[src/rtl/uart_pkg.sv]
// Shared UART definitions: FSM state encoding, parity sense and legal prescale values.
package uart_pkg;

    typedef enum logic [2:0] {
        IDLE,
        START,
        DATA,
        PARITY,
        STOP
    } uart_state_t;

    localparam logic PAR_EVEN = 1'b0;
    localparam logic PAR_ODD  = 1'b1;

    localparam int unsigned PRESCALE_8  = 8;
    localparam int unsigned PRESCALE_16 = 16;
    localparam int unsigned PRESCALE_32 = 32;

    function automatic logic maj3(input logic a, input logic b, input logic c);
        return (a & b) | (a & c) | (b & c);
    endfunction

endpackage

[src/rtl/uart_rx_sampler.sv]
// Per-bit edge counter with a 3-sample majority voter around mid-bit.
module uart_rx_sampler
    import uart_pkg::*;
#(
    parameter int PRESCALE_W = 6
) (
    input  logic                  clk,
    input  logic                  rst,
    input  logic                  en,
    input  logic                  clr,
    input  logic                  rx,
    input  logic [PRESCALE_W-1:0] prescale,
    output logic                  bit_val,
    output logic                  decide,
    output logic                  bit_end
);

    logic [PRESCALE_W-1:0] edge_cnt;
    logic [PRESCALE_W-1:0] half;
    logic [PRESCALE_W-1:0] last;
    logic                  s0;
    logic                  s1;

    assign half    = prescale >> 1;
    assign last    = prescale - 1'b1;
    // >= rather than == so an out-of-range prescale still wraps the counter
    assign bit_end = en && (edge_cnt >= last);
    assign decide  = en && (edge_cnt == half + 1'b1);
    assign bit_val = maj3(s0, s1, rx);

    always_ff @(posedge clk or posedge rst) begin
        if (rst) begin
            edge_cnt <= '0;
            s0       <= 1'b1;
            s1       <= 1'b1;
        end else begin
            if (clr || !en || bit_end)
                edge_cnt <= '0;
            else
                edge_cnt <= edge_cnt + 1'b1;
            if (en && (edge_cnt == half - 1'b1))
                s0 <= rx;
            if (en && (edge_cnt == half))
                s1 <= rx;
        end
    end

endmodule

[src/rtl/uart_rx.sv]
// UART receiver: synchronized line, oversampled majority-voted bits, optional parity.
module uart_rx
    import uart_pkg::*;
#(
    parameter int DATA_WIDTH = 8,
    parameter int PRESCALE_W = 6
) (
    input  logic                  clk,
    input  logic                  rst,
    input  logic                  RX_IN,
    input  logic                  PAR_EN,
    input  logic                  PAR_TYP,
    input  logic [PRESCALE_W-1:0] PRESCALE,
    output logic [DATA_WIDTH-1:0] P_DATA,
    output logic                  DATA_VALID,
    output logic                  PAR_ERR,
    output logic                  STP_ERR,
    output logic                  Busy
);

    localparam int BCW = (DATA_WIDTH > 1) ? $clog2(DATA_WIDTH) : 1;

    uart_state_t           state;
    uart_state_t           state_nxt;
    logic                  rx_meta;
    logic                  rx_sync;
    logic                  par_en_q;
    logic                  par_typ_q;
    logic [PRESCALE_W-1:0] prescale_q;
    logic [BCW-1:0]        bit_cnt;
    logic [DATA_WIDTH-1:0] shift_reg;
    logic                  par_err_q;
    logic                  start_det;
    logic                  bit_val;
    logic                  decide;
    logic                  bit_end;

    assign start_det = (state == IDLE) && !rx_sync;
    assign Busy      = (state != IDLE);

    uart_rx_sampler #(
        .PRESCALE_W (PRESCALE_W)
    ) u_sampler (
        .clk      (clk),
        .rst      (rst),
        .en       (Busy),
        .clr      (start_det),
        .rx       (rx_sync),
        .prescale (prescale_q),
        .bit_val  (bit_val),
        .decide   (decide),
        .bit_end  (bit_end)
    );

    always_ff @(posedge clk or posedge rst) begin
        if (rst) begin
            rx_meta <= 1'b1;
            rx_sync <= 1'b1;
        end else begin
            rx_meta <= RX_IN;
            rx_sync <= rx_meta;
        end
    end

    always_ff @(posedge clk or posedge rst) begin
        if (rst)
            state <= IDLE;
        else
            state <= state_nxt;
    end

    // every non-IDLE state also exits on bit_end, so a bad prescale cannot hang the FSM
    always_comb begin
        state_nxt = state;
        case (state)
            IDLE:    if (!rx_sync) state_nxt = START;
            START: begin
                if (decide && bit_val)
                    state_nxt = IDLE;
                else if (bit_end)
                    state_nxt = DATA;
            end
            DATA: begin
                if (bit_end && (bit_cnt == BCW'(DATA_WIDTH - 1)))
                    state_nxt = par_en_q ? PARITY : STOP;
            end
            PARITY:  if (bit_end) state_nxt = STOP;
            STOP:    if (decide || bit_end) state_nxt = IDLE;
            default: state_nxt = IDLE;
        endcase
    end

    always_ff @(posedge clk or posedge rst) begin
        if (rst) begin
            par_en_q   <= 1'b0;
            par_typ_q  <= 1'b0;
            prescale_q <= '0;
            bit_cnt    <= '0;
            shift_reg  <= '0;
            par_err_q  <= 1'b0;
            P_DATA     <= '0;
            DATA_VALID <= 1'b0;
            PAR_ERR    <= 1'b0;
            STP_ERR    <= 1'b0;
        end else begin
            DATA_VALID <= 1'b0;
            PAR_ERR    <= 1'b0;
            STP_ERR    <= 1'b0;
            if (start_det) begin
                par_en_q   <= PAR_EN;
                par_typ_q  <= PAR_TYP;
                prescale_q <= PRESCALE;
                bit_cnt    <= '0;
                par_err_q  <= 1'b0;
            end
            if (state == DATA && decide)
                shift_reg <= {bit_val, shift_reg[DATA_WIDTH-1:1]};
            if (state == DATA && bit_end)
                bit_cnt <= bit_cnt + 1'b1;
            if (state == PARITY && decide)
                par_err_q <= bit_val != ((^shift_reg) ^ par_typ_q);
            if (state == STOP && decide) begin
                STP_ERR <= !bit_val;
                PAR_ERR <= par_err_q;
                if (bit_val && !par_err_q) begin
                    DATA_VALID <= 1'b1;
                    P_DATA     <= shift_reg;
                end
            end
        end
    end

endmodule
[config.mk]
export PLATFORM = sky130hd
export DESIGN_NAME = uart_rx
export DESIGN_NICKNAME = d
export VERILOG_FILES = /design/src/rtl/uart_pkg.sv /design/src/rtl/uart_rx_sampler.sv /design/src/rtl/uart_rx.sv
export SDC_FILE = /design/constraint.sdc
export NUM_CORES = 1
export LEC_CHECK = 0
export CAP_MARGIN = 20
export CORE_UTILIZATION = 57
export DETAILED_ROUTE_END_ITERATION = 8
export GPL_TIMING_DRIVEN = 0
export PLACE_DENSITY = 0.84
export SYNTH_ARGS = -nofsm -noshare
export SYNTH_HDL_FRONTEND = slang
export SYNTH_HIERARCHICAL = 1
export SYNTH_SLANG_ARGS = --single-unit
[constraint.sdc]
create_clock -name clk -period 3.7 [get_ports clk]
set_input_delay 0.555 -clock clk [delete_from_list [all_inputs] [get_ports clk]]
set_output_delay 0.555 -clock clk [all_outputs]
set_load 0.005 [all_outputs]
==> results.json, run 1 <==
{
  "final_util_pct": 69.2,
  "netlist_area_um2": 2460,
  "dr.first_iter.drc_count": 92,
  "syn2layout_area_growth_pct": 14.8,
  "path_class": "reg -> reg",
  "start_util_pct": 60.3,
  "seq_area_um2": 1110,
  "cts-resized-gates": 0,
  "cts_root_buffer": "clkbuf_8",
  "final.fill_count": 312,
  "nets": 263,
  "clk_pin_slew_ns": 0.08,
  "port_buffers": 22,
  "seq_area_frac_synth_pct": 44.9,
  "setup_tns_ns": 0,
  "post-route-period-util_pct": 85.4,
  "core_um2": 4090,
  "crit_path_top_delay_cell": "dfrtp_1",
  "antenna_found_initial": 0,
  "grt_overflow": 0,
  "start_kind": "flip-flop",
  "path_max_fanout": 8,
  "hold_viol_final": 0,
  "cap_violations": 0,
  "io_pins": 23,
  "wl_um": 4370,
  "internal_power_uw": 1130,
  "yosys_warnings": 6,
  "place_ws_ns": 0.557,
  "p_sw_uw": 680,
  "dominantRegCellSynth": "dfrtp_1",
  "slew_headroom_pct": 50.6,
  "cts.sinks": 44,
  "num_vias": 1599,
  "cts_tree": "built",
  "wl_per_cell_um": 15.1,
  "holdBufCountCts": 0,
  "combPwrFrac_pct": 47.3,
  "switching_share_pct": 37.5,
  "synth-edff-count": 0,
  "ant_nets": 0,
  "gp_congestion": 0.852,
  "grt_pass1_vias": 1621,
  "setup_slack_ns": 0.540,
  "clk_path_buf_depth": 2,
  "rsz0062_at_grt": "no",
  "worstPathArrival_ns": 3.35,
  "fin_area_um2": 2830,
  "p_leak_uw": 0.00132,
  "end_kind": "flip-flop",
  "ys_async_sr_fraction_pct": 100,
  "drc": 0,
  "die_h_um": 67.7,
  "fp.dieW_um": 67.7,
  "power_frac_clock_pct": 16.1,
  "hp-start": "rx_meta",
  "cp_common_cell": "ha_1",
  "whs_ns": 0.358,
  "antenna_cells": 0,
  "grt_max_degree": 37,
  "tightest_slew_ns": 0.740,
  "reg2reg_slack_ns": 0.54,
  "avgSynthCellArea_um2": 11.7,
  "status": "finished, final reports clean",
  "cts_setup_buffers": 0,
  "skew_ns": 0.00998,
  "rows": 23,
  "multiInputGateArea_um2": 1260,
  "clock.fmax_mhz": 316,
  "power.share.sequential_pct": 36.6,
  "synthCells": 210,
  "grt_use_total_pct": 22.1,
  "hold_class": "reg -> reg",
  "max-vdd-ir-drop_mv": 0.292,
  "p_per_area_nw_per_um2": 642,
  "ys_seq_elements": 44,
  "path_cells": "clkbuf_1 > inv_1 > ha_1 > a21boi_0 > nand2_1 > xor2_1 > ha_1 > nand4_1 > o221ai_1 > and2_1 > and3_1 > nor2_1 > mux2_2",
  "place_hpwl_um": 3080,
  "placed_area_um2": 2750,
  "grt_pass1_wl_um": 7400,
  "die_area_um2": 4590,
  "slew_viol_final": 0,
  "synth_cell_types": 51,
  "finalSetupViolCount": 0,
  "cpPeakStageDelay_ns": 0.38,
  "drive_above_1_share_pct": 20.1,
  "r2r-end": "bit_cnt[0]",
  "min_to": "rx_sync",
  "r2r-start": "prescale_q[2]",
  "cts.htree.levels": 2,
  "syn-num-nets": 234,
  "dr.pass1.iters": 4,
  "holdPathStages": 0,
  "period_needed_ns": 3.16,
  "worstPathRequired_ns": 3.89,
  "reg2reg_depth": 13,
  "clk_latency_ns": 0.30,
  "numCtsBuffers": 5,
  "avgViaCountPerCell": 5.53
}
==> power groups by stage <==
stage | Combinational [uW] | Sequential [uW] | Clock [uW]
2_1_floorplan | 699 | 645 | 0
3_3_place_gp | 827 | 667 | 0
3_5_place_dp | 855 | 672 | 0
4_1_cts | 860 | 662 | 298
5_1_grt | 965 | 676 | 318
6_report | 858 | 663 | 293
==> worst max-delay path by stage <==
stage	from	to	slack (ns)	depth (start not counted)
floorplan	prescale_q[2]	state[0]	0.97	12
global placement	prescale_q[2]	bit_cnt[0]	0.68	13
detailed placement	prescale_q[2]	bit_cnt[0]	0.56	13
CTS	prescale_q[2]	bit_cnt[0]	0.53	13
global route	prescale_q[2]	bit_cnt[0]	0.26	13
finish	prescale_q[2]	bit_cnt[0]	0.54	13
==> synthesized netlist by cell type, types with 4 or more instances <==
cell type / number / area [um^2]
nor2_1: 14 / 52.6
nor3_1: 6 / 30.0
dfrtp_1: 40 / 1000
and3_1: 4 / 25.0
ha_1: 13 / 163
xnor2_1: 14 / 123
mux2_2: 18 / 203
nand2_1: 6 / 22.5
inv_1: 10 / 37.5
nand3_1: 5 / 25.0
dfstp_2: 4 / 105
buf_2: 4 / 20.0
mux2_1: 9 / 101
xor2_1: 9 / 78.8
==> layer usage <==
metal  wire, um  GRT usage [%]  part of all wire, %
met1       2060           27.8                   47
met2       2090           36.4                   48
met3        175           5.57                  4.0
met4         48           8.51                  1.1
met5          0              0                    0
==> worst max-delay path: cells and delay by family (launching register included) <==
kind | cells | cell delay [ns]
and+or+nand+nor | 5 | 0.72
AOI/OAI and AO/OA | 2 | 0.55
adders and majority gates | 2 | 0.50
buffers and inverters | 2 | 0.48
DFF | 1 | 0.38
muxes | 1 | 0.26
xor gates and xnor gates | 1 | 0.16
==> stage by stage <==
step                std cells  total power [uW]
finish                    289              1810
global route              289              1960
CTS                       289              1820
detailed placement        282              1530
global placement          282              1490
floorplan                 210              1340
==> layout make-up <==
cell class	count	area share, %
plain buffers	9	2.17
clock buffers	5	2.43
clock inverters	2	0.443
inverters	10	1.33
multi-input cells	147	44.5
flip-flops and latches	44	39.1
well taps	50	2.21
repair buffers	22	7.79
==> layout by cell type (no fill, tap or decap), types with 2 or more instances in the layout <==
master and instances:
o211ai_1 2, ha_1 13, nor2_1 14, nand3b_1 2, a21oi_1 3, a22o_1 2
buf_2 4, mux2_4 3, clkdlybuf4s50_1 22, mux2_2 18, xnor2_1 14, nand4b_1 3
dfrtp_1 40, nand4_1 2, nor3_1 6, and2_1 3, dfstp_2 4, inv_1 9
nand2b_1 3, buf_6 3, and3_1 4, mux2_1 9, clkbuf_8 5, nand2_1 6
xor2_1 9, nand3_1 5, clkbuf_1 2
==> logic make-up after synthesis <==
family                   share of synthesized area [%]
adder cells (fa/ha/maj)                           7.01
XOR/XNOR                                          9.76
flip-flops                                        44.9
AO/OA/AOI/OAI                                     6.35
AND/OR/NAND/NOR                                   13.4
multiplexers                                      14.6
buffers and inverters                             4.01
Note: power is estimated with default switching activity, not from simulation.
==> run 2, diff against run 1 <==
- ABC_AREA: not set -> 1
- CORE_UTILIZATION: 57 -> 58
- PLACE_DENSITY: 0.84 -> 0.85
==> run 2 against run 1 <==
Net effect:
- flip-flop and latch count unchanged
- synthesized area up 10%
- combinational power up 15%
- global-route usage up 3.8 points
- clock-buffer cell count up 1
- non-clock buffer count down 4
- highest routed layer unchanged
- power up 14%
- sequential share of layout area down 4.0 points
- worst setup slack better by 0.30 ns
- worst hold slack better by 0.013 ns
- critical path depth up 3
==> results.json, run 2 <==
{
  "cts_tree": "built",
  "dpl.cell_count": 435,
  "path_class": "reg -> reg",
  "dr.first_iter.drc_count": 120,
  "start_kind": "flip-flop",
  "cts_root_buffer": "clkbuf_8",
  "crit_family": "simple AND/OR/NAND/NOR gates",
  "io_pins": 23,
  "period_needed_ns": 2.86,
  "cap_violations": 0,
  "synth_top_family_by_area": "simple AND/OR/NAND/NOR gates",
  "ys_async_sr_fraction_pct": 100,
  "dominantRegCellSynth": "dfrtp_1",
  "synthCells": 360,
  "final.fill_count": 345,
  "grt_pass1_vias": 2318,
  "antenna_cells": 0,
  "yosys-top-cells-area": "dfrtp_1 37%, nand2_1 20%, ha_1 6.0%",
  "cts.sinks": 44,
  "antenna_found_initial": 0,
  "place_hpwl_um": 4440,
  "start_util_pct": 61.4,
  "yosys.area_share.simple_pct": 33.1,
  "avgViaCountPerCell": 5.40,
  "synth.most_common_cell": "nand2_1",
  "worstPathArrival_ns": 3.04,
  "ant_nets": 0,
  "cp_common_cell": "nand2_1",
  "die_area_um2": 4950,
  "crit_cells": 16,
  "instances_no_fill": 443,
  "setup_tns_ns": 0,
  "post-route-period-util_pct": 77.3,
  "fin_area_um2": 3140,
  "end_kind": "flip-flop",
  "synthXorXnorAreaFrac_pct": 3.55,
  "cpPeakStageDelay_ns": 0.47,
  "netlist_area_um2": 2710,
  "clk_latency_ns": 0.30,
  "clk_pin_slew_ns": 0.08,
  "status": "finished, final reports clean",
  "ys_seq_elements": 44,
  "synthTopCellsByCount": "144 x nand2_1, 40 x dfrtp_1, 33 x inv_1",
  "path_max_fanout": 6,
  "hold_viol_final": 0,
  "grt_overflow": 0,
  "cts.htree.levels": 2,
  "grt_use_total_pct": 25.9,
  "fp.dieW_um": 70.4,
  "final_cell_mix": "144 x nand2_1, 40 x dfrtp_1, 33 x inv_1",
  "clk_path_buf_depth": 2,
  "p_leak_uw": 0.00159,
  "slew_headroom_pct": 43.3,
  "drive_above_1_share_pct": 15.6,
  "nets": 414,
  "path_cells": "inv_2 > ha_1 > nand2_1 > nor2_1 > nand2_1 > xor2_1 > ha_1 > nand2_1 > o21ai_0 > a21oi_1 > nor2_1 > o21ai_0 > nand2_1 > nand2_1 > nand2_1 > o21ai_0",
  "die_h_um": 70.4,
  "reg2reg_depth": 16,
  "skew_ns": 0.0106,
  "syn-num-nets": 384,
  "worstPathRequired_ns": 3.88,
  "seq_area_um2": 1110,
  "p_per_area_nw_per_um2": 658,
  "path_buf_inv": 1,
  "tightest_slew_ns": 0.849,
  "placed_area_um2": 3020,
  "core_um2": 4410,
  "syn2layout_area_growth_pct": 16.0,
  "numCtsBuffers": 5,
  "multiInputGateArea_um2": 1400,
  "final_util_pct": 71.2,
  "gp_congestion": 0.912,
  "holdPathStages": 0,
  "avgSynthCellArea_um2": 7.53,
  "synth_fa_ha_area_share_pct": 6.37,
  "yosysTopAreaCell": "dfrtp_1",
  "port_buffers": 22,
  "slew_viol_final": 0,
  "synth_compound_area_share_pct": 8.82,
  "grt_max_degree": 21,
  "wl_um": 5710,
  "wl_per_cell_um": 12.9,
  "synth-edff-count": 0,
  "hold_class": "reg -> reg",
  "drc": 0,
  "crit_path_top_delay_cell": "dfrtp_1",
  "cts-resized-gates": 0,
  "max-vdd-ir-drop_mv": 0.297,
  "synth_mux_area_share_pct": 0,
  "finalSetupViolCount": 0,
  "netlist.area_leader.share_pct": 36.9,
  "clock.fmax_mhz": 350,
  "holdBufCountCts": 0,
  "grt_pass1_wl_um": 10100,
  "rsz0062_at_grt": "no",
  "num_vias": 2394,
  "seq_area_frac_synth_pct": 40.8,
  "yosys_warnings": 6,
  "cts_setup_buffers": 0,
  "synth_cell_types": 26,
  "dr.pass1.iters": 5,
  "final_common_cell": "nand2_1",
  "rows": 24
}
run 2: changes by cell type in the layout (fill, tap and decap cells not counted), sizes merged, moves of 12 or more:
cell | before | now
nand3 | 5 | 22
mux2 | 30 | 0
xnor2 | 15 | 3
o21ai | 1 | 26
nand2 | 6 | 156
inv | 10 | 43
run 2: worst register-to-register path, stage by stage (launching register included):
cell and delay [ns]:
dfrtp_1 0.47, inv_2 0.13, ha_1 0.24, nand2_1 0.08, nor2_1 0.13, nand2_1 0.08
xor2_1 0.14, ha_1 0.30, nand2_1 0.06, o21ai_0 0.18, a21oi_1 0.10, nor2_1 0.32
o21ai_0 0.15, nand2_1 0.10, nand2_1 0.10, nand2_1 0.07, o21ai_0 0.08
run 2: kinds of logic after synthesis:
| logic type | after synthesis |
|---|---|
| DFF | 44 |
| adders and majority gates | 14 |
| and+or+nand+nor | 210 |
| AOI/OAI and AO/OA | 34 |
| buffers and inverters | 47 |
| xor gates and xnor gates | 11 |
run 2: power breakdown:
group,switching [uW],leakage [uW],internal [uW]
Clock,164,0.0000614,221
Combinational,621,0.000945,368
Sequential,119,0.000581,579
Total,904,0.00159,1170
run 2: metal layers:
metal	up-vias	GRT usage (%)	routed length, um
li1	1187	-	-
met5	-	0	0
met4	0	11.1	115
met3	12	4.62	233
met1	1119	32.1	2530
met2	76	44.1	2840
run 2: final timing paths:
kind | from | endpoint | slack, ns
max | prescale_q[2] | state[1] | 0.84
min | rx_meta | rx_sync | 0.37
max reg2reg | prescale_q[2] | state[1] | 0.84
min reg2reg | rx_meta | rx_sync | 0.37
max in group asynchronous | rst | shift_reg[6] | 2.37
min in group asynchronous | rst | u_sampler/edge_cnt[5] | 0.54
run 2: area by class of cell:
type / count / area share [%]
inverters: 43 / 5.13
plain buffers: 4 / 1.23
clock buffers: 6 / 2.63
repair buffers: 23 / 7.88
flip-flops and latches: 44 / 35.2
multi-input cells: 269 / 44.6
well taps: 52 / 2.07
clock inverters: 2 / 1.23
run 2: stage by stage:
step | hold slack, ns | power (uW) | worst slack [ns]
after floorplan | 0.345 | 1450 | 1.36
after global placement | 0.346 | 1640 | 0.992
after detailed placement | 0.355 | 1680 | 0.913
after CTS | 0.367 | 2070 | 0.899
after global routing | 0.373 | 2250 | 0.573
final | 0.371 | 2070 | 0.839
